## config.mk

```make
export PLATFORM = sky130hd
export DESIGN_NAME = pipeline_hazard_ctrl_flat
export DESIGN_NICKNAME = d
export VERILOG_FILES = /design/src/rtl/pipeline_hazard_ctrl_if.sv /design/src/rtl/pipeline_hazard_ctrl.sv /design/src/flat_wrapper.sv
export SDC_FILE = /design/constraint.sdc
export NUM_CORES = 1
export LEC_CHECK = 0
export ABC_AREA = 0
export BUFFER_PORTS_ARGS = -buffer_cell sky130_fd_sc_hd__buf_4
export CAP_MARGIN = 10
export CORE_ASPECT_RATIO = 1.1
export CORE_UTILIZATION = 53
export CTS_BUF_LIST = sky130_fd_sc_hd__clkbuf_2 sky130_fd_sc_hd__clkbuf_4 sky130_fd_sc_hd__clkbuf_8
export CTS_CLUSTER_DIAMETER = 100
export DETAILED_ROUTE_END_ITERATION = 10
export PLACE_DENSITY_LB_ADDON = 0.25
export SETUP_SLACK_MARGIN = 0.2
export SYNTH_ARGS = -nofsm -noshare
export SYNTH_HDL_FRONTEND = slang
export SYNTH_SLANG_ARGS = --single-unit
export TNS_END_PERCENT = 10
```

## constraint.sdc

```tcl
create_clock -name clock -period 2.3 [get_ports clock]
set_input_delay 0.115 -clock clock [delete_from_list [all_inputs] [get_ports clock]]
set_output_delay 0.115 -clock clock [all_outputs]
set_load 0.1 [all_outputs]
```

## src/rtl/pipeline_hazard_ctrl_if.sv

```systemverilog
// pipeline_hazard_ctrl_if: hazard inputs from ID/EX/MEM and stall/flush controls back to the pipeline
interface pipeline_hazard_ctrl_if #(parameter int CNT_W = 16);
    logic [4:0]       id_rs;
    logic [4:0]       id_rt;
    logic             id_uses_rt;
    logic             id_jump;
    logic             ex_mem_read;
    logic             ex_reg_write;
    logic [4:0]       ex_write_addr;
    logic             ex_branch_taken;
    logic             mem_req;
    logic             mem_ready;
    logic             pc_write;
    logic             ifid_write;
    logic             ifid_flush;
    logic             idex_flush;
    logic             exmem_write;
    logic             mem_error;
    logic [CNT_W-1:0] stall_cycles;
    logic [CNT_W-1:0] flush_events;

    modport master (
        input  id_rs, id_rt, id_uses_rt, id_jump, ex_mem_read, ex_reg_write,
               ex_write_addr, ex_branch_taken, mem_req, mem_ready,
        output pc_write, ifid_write, ifid_flush, idex_flush, exmem_write,
               mem_error, stall_cycles, flush_events
    );

    modport slave (
        output id_rs, id_rt, id_uses_rt, id_jump, ex_mem_read, ex_reg_write,
               ex_write_addr, ex_branch_taken, mem_req, mem_ready,
        input  pc_write, ifid_write, ifid_flush, idex_flush, exmem_write,
               mem_error, stall_cycles, flush_events
    );
endinterface

```

## src/rtl/pipeline_hazard_ctrl.sv

```systemverilog
// pipeline_hazard_ctrl: stall/flush control for load-use, branch/jump redirects and timed memory waits
module pipeline_hazard_ctrl #(
    parameter int MEM_TIMEOUT = 16,
    parameter int CNT_W       = 16
) (
    input logic                  clock,
    input logic                  reset,
    pipeline_hazard_ctrl_if.master hz
);
    localparam int WW = $clog2(MEM_TIMEOUT + 1);

    typedef enum logic {RUN, MEM_WAIT} state_t;

    state_t        state, state_next;
    logic [WW-1:0] wait_cnt, wait_next;
    logic          frozen, timeout, load_use;

    assign load_use = hz.ex_mem_read && (hz.ex_write_addr != 5'd0) &&
                      (hz.ex_write_addr == hz.id_rs ||
                       (hz.id_uses_rt && hz.ex_write_addr == hz.id_rt));
    assign timeout  = state == MEM_WAIT && !hz.mem_ready && wait_cnt >= WW'(MEM_TIMEOUT);
    assign frozen   = state == RUN ? hz.mem_req && !hz.mem_ready
                                   : !hz.mem_ready && !timeout;

    always_comb begin
        hz.pc_write    = 1'b1;
        hz.ifid_write  = 1'b1;
        hz.ifid_flush  = 1'b0;
        hz.idex_flush  = 1'b0;
        hz.exmem_write = 1'b1;
        if (reset) begin
            hz.pc_write    = 1'b0;
            hz.ifid_write  = 1'b0;
            hz.exmem_write = 1'b0;
            hz.ifid_flush  = 1'b1;
            hz.idex_flush  = 1'b1;
        end else if (frozen) begin
            hz.pc_write    = 1'b0;
            hz.ifid_write  = 1'b0;
            hz.exmem_write = 1'b0;
        end else if (hz.ex_branch_taken) begin
            hz.ifid_flush  = 1'b1;
            hz.idex_flush  = 1'b1;
        end else if (load_use) begin
            hz.pc_write    = 1'b0;
            hz.ifid_write  = 1'b0;
            hz.idex_flush  = 1'b1;
        end else if (hz.id_jump) begin
            hz.ifid_flush  = 1'b1;
        end
    end

    // a release (ready or timeout) always returns to RUN; a frozen wait just counts
    always_comb begin
        state_next = RUN;
        wait_next  = '0;
        if (state == RUN && frozen) begin
            state_next = MEM_WAIT;
            wait_next  = WW'(1);
        end else if (state == MEM_WAIT && frozen) begin
            state_next = MEM_WAIT;
            wait_next  = wait_cnt + WW'(1);
        end
    end

    always_ff @(posedge clock) begin
        if (reset) begin
            state           <= RUN;
            wait_cnt        <= '0;
            hz.mem_error    <= 1'b0;
            hz.stall_cycles <= '0;
            hz.flush_events <= '0;
        end else begin
            state    <= state_next;
            wait_cnt <= wait_next;
            if (timeout)
                hz.mem_error <= 1'b1;
            if (!hz.pc_write && hz.stall_cycles != {CNT_W{1'b1}})
                hz.stall_cycles <= hz.stall_cycles + CNT_W'(1);
            if ((hz.ifid_flush || hz.idex_flush) && hz.flush_events != {CNT_W{1'b1}})
                hz.flush_events <= hz.flush_events + CNT_W'(1);
        end
    end
endmodule

```

## src/flat_wrapper.sv

```systemverilog
// flat-port wrapper written by rule: the top's interface ports become plain ports
module pipeline_hazard_ctrl_flat 
#(
    parameter int MEM_TIMEOUT = 16,
    parameter int CNT_W       = 16
)
  (clock, reset, hz_id_rs, hz_id_rt, hz_id_uses_rt, hz_id_jump, hz_ex_mem_read, hz_ex_reg_write, hz_ex_write_addr, hz_ex_branch_taken, hz_mem_req, hz_mem_ready, hz_pc_write, hz_ifid_write, hz_ifid_flush, hz_idex_flush, hz_exmem_write, hz_mem_error, hz_stall_cycles, hz_flush_events);
  pipeline_hazard_ctrl_if #(.CNT_W(CNT_W)) hz_i ();
  input logic clock;
  input logic reset;
  input wire logic [$bits(hz_i.id_rs)-1:0] hz_id_rs;
  input wire logic [$bits(hz_i.id_rt)-1:0] hz_id_rt;
  input wire logic [$bits(hz_i.id_uses_rt)-1:0] hz_id_uses_rt;
  input wire logic [$bits(hz_i.id_jump)-1:0] hz_id_jump;
  input wire logic [$bits(hz_i.ex_mem_read)-1:0] hz_ex_mem_read;
  input wire logic [$bits(hz_i.ex_reg_write)-1:0] hz_ex_reg_write;
  input wire logic [$bits(hz_i.ex_write_addr)-1:0] hz_ex_write_addr;
  input wire logic [$bits(hz_i.ex_branch_taken)-1:0] hz_ex_branch_taken;
  input wire logic [$bits(hz_i.mem_req)-1:0] hz_mem_req;
  input wire logic [$bits(hz_i.mem_ready)-1:0] hz_mem_ready;
  output wire logic [$bits(hz_i.pc_write)-1:0] hz_pc_write;
  output wire logic [$bits(hz_i.ifid_write)-1:0] hz_ifid_write;
  output wire logic [$bits(hz_i.ifid_flush)-1:0] hz_ifid_flush;
  output wire logic [$bits(hz_i.idex_flush)-1:0] hz_idex_flush;
  output wire logic [$bits(hz_i.exmem_write)-1:0] hz_exmem_write;
  output wire logic [$bits(hz_i.mem_error)-1:0] hz_mem_error;
  output wire logic [$bits(hz_i.stall_cycles)-1:0] hz_stall_cycles;
  output wire logic [$bits(hz_i.flush_events)-1:0] hz_flush_events;
  assign hz_i.id_rs = hz_id_rs;
  assign hz_i.id_rt = hz_id_rt;
  assign hz_i.id_uses_rt = hz_id_uses_rt;
  assign hz_i.id_jump = hz_id_jump;
  assign hz_i.ex_mem_read = hz_ex_mem_read;
  assign hz_i.ex_reg_write = hz_ex_reg_write;
  assign hz_i.ex_write_addr = hz_ex_write_addr;
  assign hz_i.ex_branch_taken = hz_ex_branch_taken;
  assign hz_i.mem_req = hz_mem_req;
  assign hz_i.mem_ready = hz_mem_ready;
  assign hz_pc_write = hz_i.pc_write;
  assign hz_ifid_write = hz_i.ifid_write;
  assign hz_ifid_flush = hz_i.ifid_flush;
  assign hz_idex_flush = hz_i.idex_flush;
  assign hz_exmem_write = hz_i.exmem_write;
  assign hz_mem_error = hz_i.mem_error;
  assign hz_stall_cycles = hz_i.stall_cycles;
  assign hz_flush_events = hz_i.flush_events;
  pipeline_hazard_ctrl #(.MEM_TIMEOUT(MEM_TIMEOUT), .CNT_W(CNT_W)) u_core (.clock(clock), .reset(reset), .hz(hz_i));
endmodule
```

==> results of run 1 <==
## per-layer routing
metal | vias to the layer above | track usage (%) | share of wire (%)
met2 | 65 | 43.28 | 50
li1 | 1062 | - | -
met5 | - | 0 | 0
met3 | 8 | 6.805 | 6.6
met4 | 0 | 10.00 | 1.1
met1 | 1026 | 31.17 | 42
## flip-flops by register name, indices dropped and copies added (netlist names)
name / flops
u_core.hz.mem_error: 1
u_core.wait_cnt: 5
u_core.state: 1
u_core.hz.stall_cycles: 16
u_core.hz.flush_events: 16
## repair_timing
action,CTS,global route
gates cloned,2,0
endpoints found under the setup margin,18,26
pin swaps,5,3
resized for setup,4,11
## cells in the mapped netlist, drive strengths merged
| cell | count |
|---|---|
| nand4b | 1 |
| o21ai | 15 |
| xor2 | 12 |
| and4 | 4 |
| or2b | 2 |
| o41ai | 1 |
| or4 | 12 |
| nor4b | 1 |
| clkbuf | 4 |
| ha | 3 |
| a31oi | 1 |
| xnor2 | 2 |
| nand4 | 6 |
| a32oi | 1 |
| and3 | 6 |
| mux2i | 1 |
| nand3 | 20 |
| inv | 4 |
| o21a | 3 |
| buf | 10 |
| or3 | 11 |
| mux2 | 5 |
| or2 | 2 |
| nor2b | 7 |
| nor2 | 16 |
| o31ai | 11 |
| or3b | 1 |
| a21boi | 1 |
| nor3b | 3 |
| nor4 | 3 |
| and2 | 1 |
| nand2 | 6 |
| nor3 | 2 |
| o21bai | 2 |
| dfxtp | 39 |
| a21oi | 27 |
## kinds of logic after synthesis
family / Yosys count
buffers and inverters: 18
AND/OR/NAND/NOR: 104
AO/OA/AOI/OAI: 62
XOR/XNOR: 14
multiplexers: 6
flip-flops: 39
adder cells (fa/ha/maj): 3
## worst max-delay path, stage by stage (launching register included)
cell and delay [ns]:
dfxtp_2 0.34, ha_4 0.15, and4_1 0.18, nand4_1 0.12
or3b_4 0.39, o21a_4 0.24, buf_12 0.14, or4_1 0.44
a21oi_2 0.14
## path summary, 6_finish.rpt
path / slack (ns) / start / cells after the start / end
worst max-delay path: 0.10 / u_core.hz.stall_cycles[0] / 8 / u_core.hz.stall_cycles[8]
worst min-delay path: 0.16 / reset / 2 / u_core.hz.flush_events[8]
worst max register to register: 0.10 / u_core.hz.stall_cycles[0] / 8 / u_core.hz.stall_cycles[8]
worst min register to register: 0.49 / u_core.wait_cnt[0] / 1 / u_core.wait_cnt[0]
## area by class of cell
cell class / count / area (um^2) / share of cell area [%]
tap: 50 / 62.56 / 2.167
timing repair buffer: 78 / 655.6 / 22.71
sequential: 39 / 783.3 / 27.13
inverter: 4 / 15.01 / 0.5202
multi-input combinational: 189 / 1266 / 43.87
clock buffer: 8 / 103.9 / 3.598
## through the flow
stage               total power, mW  setup slack, ns  instance area (um^2)
floorplan                    0.9342          -0.3047                  2097
global placement              1.031           0.1913                  2674
detailed placement            1.039           0.1459                  2674
CTS                           1.567           0.1224                  2843
global route                  1.636          0.03125                  2887
finish                        1.576           0.1049                  2887
## power by group
group	switching (mW)	internal (mW)
clock network	0.234	0.286
logic	0.229	0.127
registers	0.0126	0.689
total	0.475	1.10
==> results.txt, run 1 <==
* Number of nets with antenna violations after detailed routing: 0
- Final worst hold slack: 0.1632 ns
* Number of buffers inserted by hold repair at cts: 0
- The via count of the first global-routing pass was 1,852.
- After detailed routing, the number of vias per cell comes to approximately 5.9.
- Setup TNS: 0 ns
* Top cells by area in the synthesized netlist: dfxtp_1 (37%), a21oi_1 (6.2%), xor2_1 (5.0%), nand3_1 (4.8%), or4_1 (4.3%)
- Starting DRC count in detailed routing: ~110
- Diode count: 0
* Syn_nets: between 200 and 300
- TritonCTS clock tree: yes
* Number of post-CTS setup repair buffers: 0
- Static leakage: about 1.1 nW
- Dividing the synthesized area by the synthesized cell count gives roughly 8.5 um^2.
* Endpoint required time on the critical path: approximately 2.5 ns
- The layout has between 200 and 300 filler cells.
- The number of hold-slack violations in the final timing report was 0.
- The routed design has roughly 5.4 mm of wire.
* CTS Root Buffer Type: clkbuf_8
- Total number of placement rows: 23
- After synthesis, the largest family of logic cells by area is simple AND/OR/NAND/NOR gates.
- The worst-case IR drop observed on VDD is approximately 460 uV.
- Minimum clock period: roughly 2.2 ns
- Final max-slew violation count: 0
- Cell area after technology mapping: roughly 2100 um^2
- For the pin with the worst max-slew slack, the measured transition is roughly 0.4 ns.
* Count of non-filler cells in the finished layout: roughly 370
- Most frequent standard cell in the layout excluding fill and tap cells: buf_4
* Leading cell types in the layout, fill and taps excluded: buf_4 (74), dfxtp_1 (37), a21oi_1 (24)
- In this run the count of I/O pins placed on the die edge is between 60 and 70.
- Power per unit of standard cell area: around 550 nW/um^2
- The setup path with the least slack is of type flop to flop.
* Multiplexer area fraction after synthesis: 3.174%
- #FFs+latches synth: 39
* Count of endpoints failing setup in the final report: 0
- Clock Latency Late Sink: just under 0.3 ns
* Yosys top cell by area: dfxtp_1
* DRC viols: 0
- GP Congestion: approximately 0.81
- The initial utilization of the core area, before any placement, comes to between 50% and 60%.
- Maximum number of pins on one net before global-route repair: 25
- Status: finished, final reports clean
- The core region is around 3700 um^2.
- Normalized max-slew margin: ~73%
* Portion of the post-synthesis area used by sequential elements: 37.37%
- After clock tree synthesis, the clock-pin slew on the worst setup and hold paths is roughly 0.070 ns.
- The routed layout has between 2,000 and 2,500 vias.
- Detailed-router iteration count before antenna repair: 4
- The synthesized netlist devotes ~1.8% of its cell area to adder and majority cells.
- Summed over all nets, the half-perimeter wirelength after detailed placement is 3.656 mm.
- Gate count of the mapped netlist: between 200 and 250
- Grt ovf: 0
- Parity-gate share of the synthesized area counting xor and xnor cells: under 10%
* CTS H-tree lvls: 2
* Max_cap viols: 0
* Syn-to-layout area delta: 38.14%
* Fraction of the mapped netlist area in compound gates: 17.49%
- Of the available clock period, the critical path in the final layout requires between 90% and 100%.
- Count of warnings emitted by yosys: 0
* Placed cell count: 358
- The netlist uses 44 different library cells.
- For the worst setup path, the data arrival time is between 2 and 2.5 ns.
- Measured along the x axis, the die boundary spans 61.87 um.
- Unrepaired setup endpoints after global routing: true
- Of the cells placed in the final design, the portion with a size suffix greater than 1 is ~34%.
* Detail-routed net length per standard cell: ~15 um
* Port Buffers: 60
- Measured along the y axis, the die boundary spans about 68 um.
- Number of nets at the end of the flow: between 300 and 400
- Clock tree synthesis found a total of 39 sinks.
- Crit start category: flop
- Fin util: between 70 and 80%
* Type of element capturing the critical path: flop
* Total Die Area: about 4200 um^2
* Class of the tightest hold or removal check: input port to flop
- Initial antenna violation count: 0
* TritonCTS Buffers: 5
- Across every metal layer, demand over resource in global routing totals 25.80%.
* Critical-path maximum fanout: 8
- After synthesis, the largest area contributor takes up between 30% and 40% of total cell area.
- Of the total synthesized cell area, the portion taken by AND, OR, NAND and NOR gates is 29.70%.
- Global-route wire length before repair: between 8 and 9 mm
- Static timing analysis puts the maximum clock frequency at roughly 460 MHz.
- Maximum clock insertion buffer count: 2
- Clock skew on the completed layout was measured at about 0.0050 ns.
Power figures use the tool's default switching activity.
==> inputs of run 2 (changes only) <==
--- a/config.mk
+++ b/config.mk
@@ -13,7 +13,7 @@
 export CTS_BUF_LIST = sky130_fd_sc_hd__clkbuf_2 sky130_fd_sc_hd__clkbuf_4 sky130_fd_sc_hd__clkbuf_8
 export CTS_CLUSTER_DIAMETER = 100
 export DETAILED_ROUTE_END_ITERATION = 10
-export PLACE_DENSITY_LB_ADDON = 0.25
+export PLACE_DENSITY_LB_ADDON = 0.08
 export SETUP_SLACK_MARGIN = 0.2
 export SYNTH_ARGS = -nofsm -noshare
 export SYNTH_HDL_FRONTEND = slang
==> run 2 against run 1 <==
Net effect: clock power down 9.8%; critical endpoint unchanged; global-route usage is 0.77 points higher; worst hold slack got worse by 0.0073 ns.
==> results.txt, run 2 (synthesis gave the netlist of run 1 again) <==
- Status: finished, final reports clean
- In the final layout, the registers with the most flip-flops are u_core.hz.flush_events x16, u_core.hz.stall_cycles x16, u_core.wait_cnt x5.
* Total number of placement rows: 23 (unchanged)
- The total of endpoints with negative setup slack in the final report came to 0 (unchanged).
- Syn-to-layout area delta: 39.28%
- The total of hold buffers inserted after clock tree synthesis was 0 (unchanged).
- R2R Setup Slk: 0.18 ns (+0.07 ns)
- The count of inserted antenna diode cells came to 0 (unchanged).
* Startpoint of the worst setup timing path: u_core.hz.stall_cycles[0]
- TritonCTS built the clock tree.
* Total area of sequential cells: 787.0 um^2 (+0.48%)
- Total Die Area: 4198 um^2 (unchanged)
- Max_cap viols: 0 (unchanged)
* Maximum clock frequency: 471.3 MHz (+3.5%)
- The worst register-to-register path begins at u_core.hz.stall_cycles[0].
- In this run the worst hold path is classified as input port to flop.
* Vias in the first global route: 1,919 (+3.6%)
* Final hold viol count: 0 (unchanged)
* Maximum clock insertion buffer count: 2 (unchanged)
- Via total after detailed routing: 2,154 (-0.32%)
- Worst clock skew: 0.002773 ns (-0.002229 ns)
- STA classifies the critical path startpoint as a flop.
- CTS Root Buffer Type: clkbuf_8
- The count of pins over their slew limit was 0 (unchanged).
- The worst voltage drop across the vdd grid came to 424.8 uV (-7.7%).
- Detailed placer's ending HPWL: 3.565 mm (-2.5%)
- The area of the core is 3712 um^2 (unchanged).
- End point of the critical path: u_core.hz.stall_cycles[8]
- Starting utilization of the core area: 56.29% (unchanged)
- The post-CTS clock slew at the launch and capture registers of the worst setup and hold paths came to 0.07 ns (about the same).
* Detailed-router iteration count before antenna repair: 4 (unchanged)
- Initial antenna violation count: 0 (unchanged)
- The pin slew with the least headroom to its limit is 0.7155 ns (+0.3135 ns).
- Leading cell types in the layout, fill and taps excluded: buf_4 (75), dfxtp_1 (34), a21oi_1 (22)
- DRC viols: 0 (unchanged)
- The shortest period the worst path allows was 2.122 ns (-0.07328 ns).
* Global-route total usage across every layer: 26.58% (+0.77 points)
- The leakage power was 1.143 nW (+0.59%).
- The maximum number of pins on one net before global-route repair came to 38 (+52%).
* Number of fill cells: 273 (-2.8%)
- The total clock buffers created by CTS is 5 (unchanged).
* Grt ovf: 0 (unchanged)
- The floorplan die height was 67.86 um (unchanged).
* Area of all placed cells without fillers: 2910 um^2 (+0.82%)
- The routed wire length was 5.353 mm (-1.1%).
* Clock Sinks: 39 (unchanged)
- The maximum fanout encountered on the critical timing path is 8 (unchanged).
* Clock Latency Late Sink: 0.29 ns (about the same)
- The routed length per placed instance is 14.51 um (-1.4%).
- Power per unit of standard cell area: 524.8 nW/um^2 (-3.9%)
- Type of element capturing the critical path: flop
* CP Data Arrival Time: 2.35 ns (-0.07 ns)
- The required time at the endpoint of the critical path was 2.53 ns (about the same).
- The cell area after placement came to 2666 um^2 (-0.28%).
* Area of combinational cells with multiple inputs: 1294 um^2 (+2.2%)
- Port Buffers: 60 (unchanged)
* Logic depth of the worst register-to-register path: 8 (unchanged)
- The critical path in this run is classified as flop to flop.
- Average via count per standard cell: 5.837 (-0.59%)
* Global-route wire length before repair: 8.259 mm (+2.6%)
* Share of layout cells above drive strength 1: 37.62% (+3.3 points)
- Leaving out fill and tap cells, the most frequent cell in the layout is buf_4.
* GP Congestion: 0.7990 (-1.1%)
* Crit Reg-Reg Endpoint: u_core.hz.stall_cycles[8]
* Boundary Pins: 62 (unchanged)
- Unrepaired setup endpoints after global routing: true
* Normalized max-slew margin: 51.79% (-21 points)
- The final cell utilization of the core is 78.40% (+0.64 points).
- Die span in x: 61.87 um (unchanged)
* Period Utilization, post-route: 92.25% (-3.2 points)
- Number of nets with antenna violations after detailed routing: 0 (unchanged)
* Starting DRC count in detailed routing: 86 (-19%)
- CTS H-tree lvls: 2 (unchanged)
- Number of nets at the end of the flow: 345 (+0.29%)
run 2: changes by cell type in the layout (fill, tap and decap cells not counted), sizes merged:
cell,before,now
buf,77,78
clkbuf,8,7
clkinv,0,1
run 2: worst min-delay path by stage:
| stage | cells past startpoint | from | end |
|---|---|---|---|
| floorplan | 2 | reset | u_core.state |
| global placement | 4 | hz_mem_ready | u_core.hz.mem_error |
| detailed placement | 2 | u_core.hz.mem_error | u_core.hz.mem_error |
| CTS | 4 | hz_mem_ready | u_core.hz.mem_error |
| global route | 4 | hz_mem_ready | u_core.hz.mem_error |
| finish | 4 | hz_mem_ready | u_core.hz.mem_error |
run 2: layout make-up:
type                            instances  share of cell area, %
Sequential cell                        39                  27.04
Clock buffer                            7                  2.880
Tap cell                               50                  2.150
Multi-Input combinational cell        189                  44.45
Inverter                                4                 0.5159
Clock inverter                          1                 0.1720
Timing Repair Buffer                   79                  22.79
run 2: report_power, final:
| part | leakage, nW | switching (mW) | internal, mW | total (mW) |
|---|---|---|---|---|
| combinational | 0.777 | 0.227 | 0.128 | 0.355 |
| clock | 0.0491 | 0.232 | 0.236 | 0.468 |
| sequential | 0.317 | 0.0155 | 0.689 | 0.704 |
| total | 1.14 | 0.475 | 1.05 | 1.53 |
run 2: through the flow:
step	setup TNS (ns)	setup slack (ns)	total power, mW	hold slack [ns]	instances
6_report	0	0.1782	1.527	0.1559	369
5_1_grt	0	0.1167	1.577	0.1718	369
4_1_cts	0	0.1324	1.524	0.1529	367
3_5_place_dp	0	0.1305	1.035	0.4573	357
3_3_place_gp	0	0.1919	1.028	0.4472	357
2_1_floorplan	-7.453	-0.3047	0.9342	0.2949	246
run 2: timing repair:
| item | 4_1_cts | 5_1_grt |
|---|---|---|
| pin swaps | 2 | 7 |
| setup endpoints to repair | 15 | 28 |
| gates cloned | 2 | 0 |
| setup buffers | 0 | 2 |
| gates resized for setup | 5 | 22 |
run 2: layer usage:
layer	GRT usage [%]	wire [um]	up-vias
met5	0	0	-
met4	13.33	85	0
met3	5.104	344	9
met2	43.15	2530	69
met1	33.22	2394	1015
li1	-	-	1061
run 2: critical path, stage by stage, from the launching register on:
cell	delay [ns]
dfxtp_2	0.34
ha_4	0.15
and4_1	0.14
nand4_1	0.10
or3b_4	0.39
o21a_4	0.24
buf_12	0.14
or4_1	0.40
a21oi_1	0.15
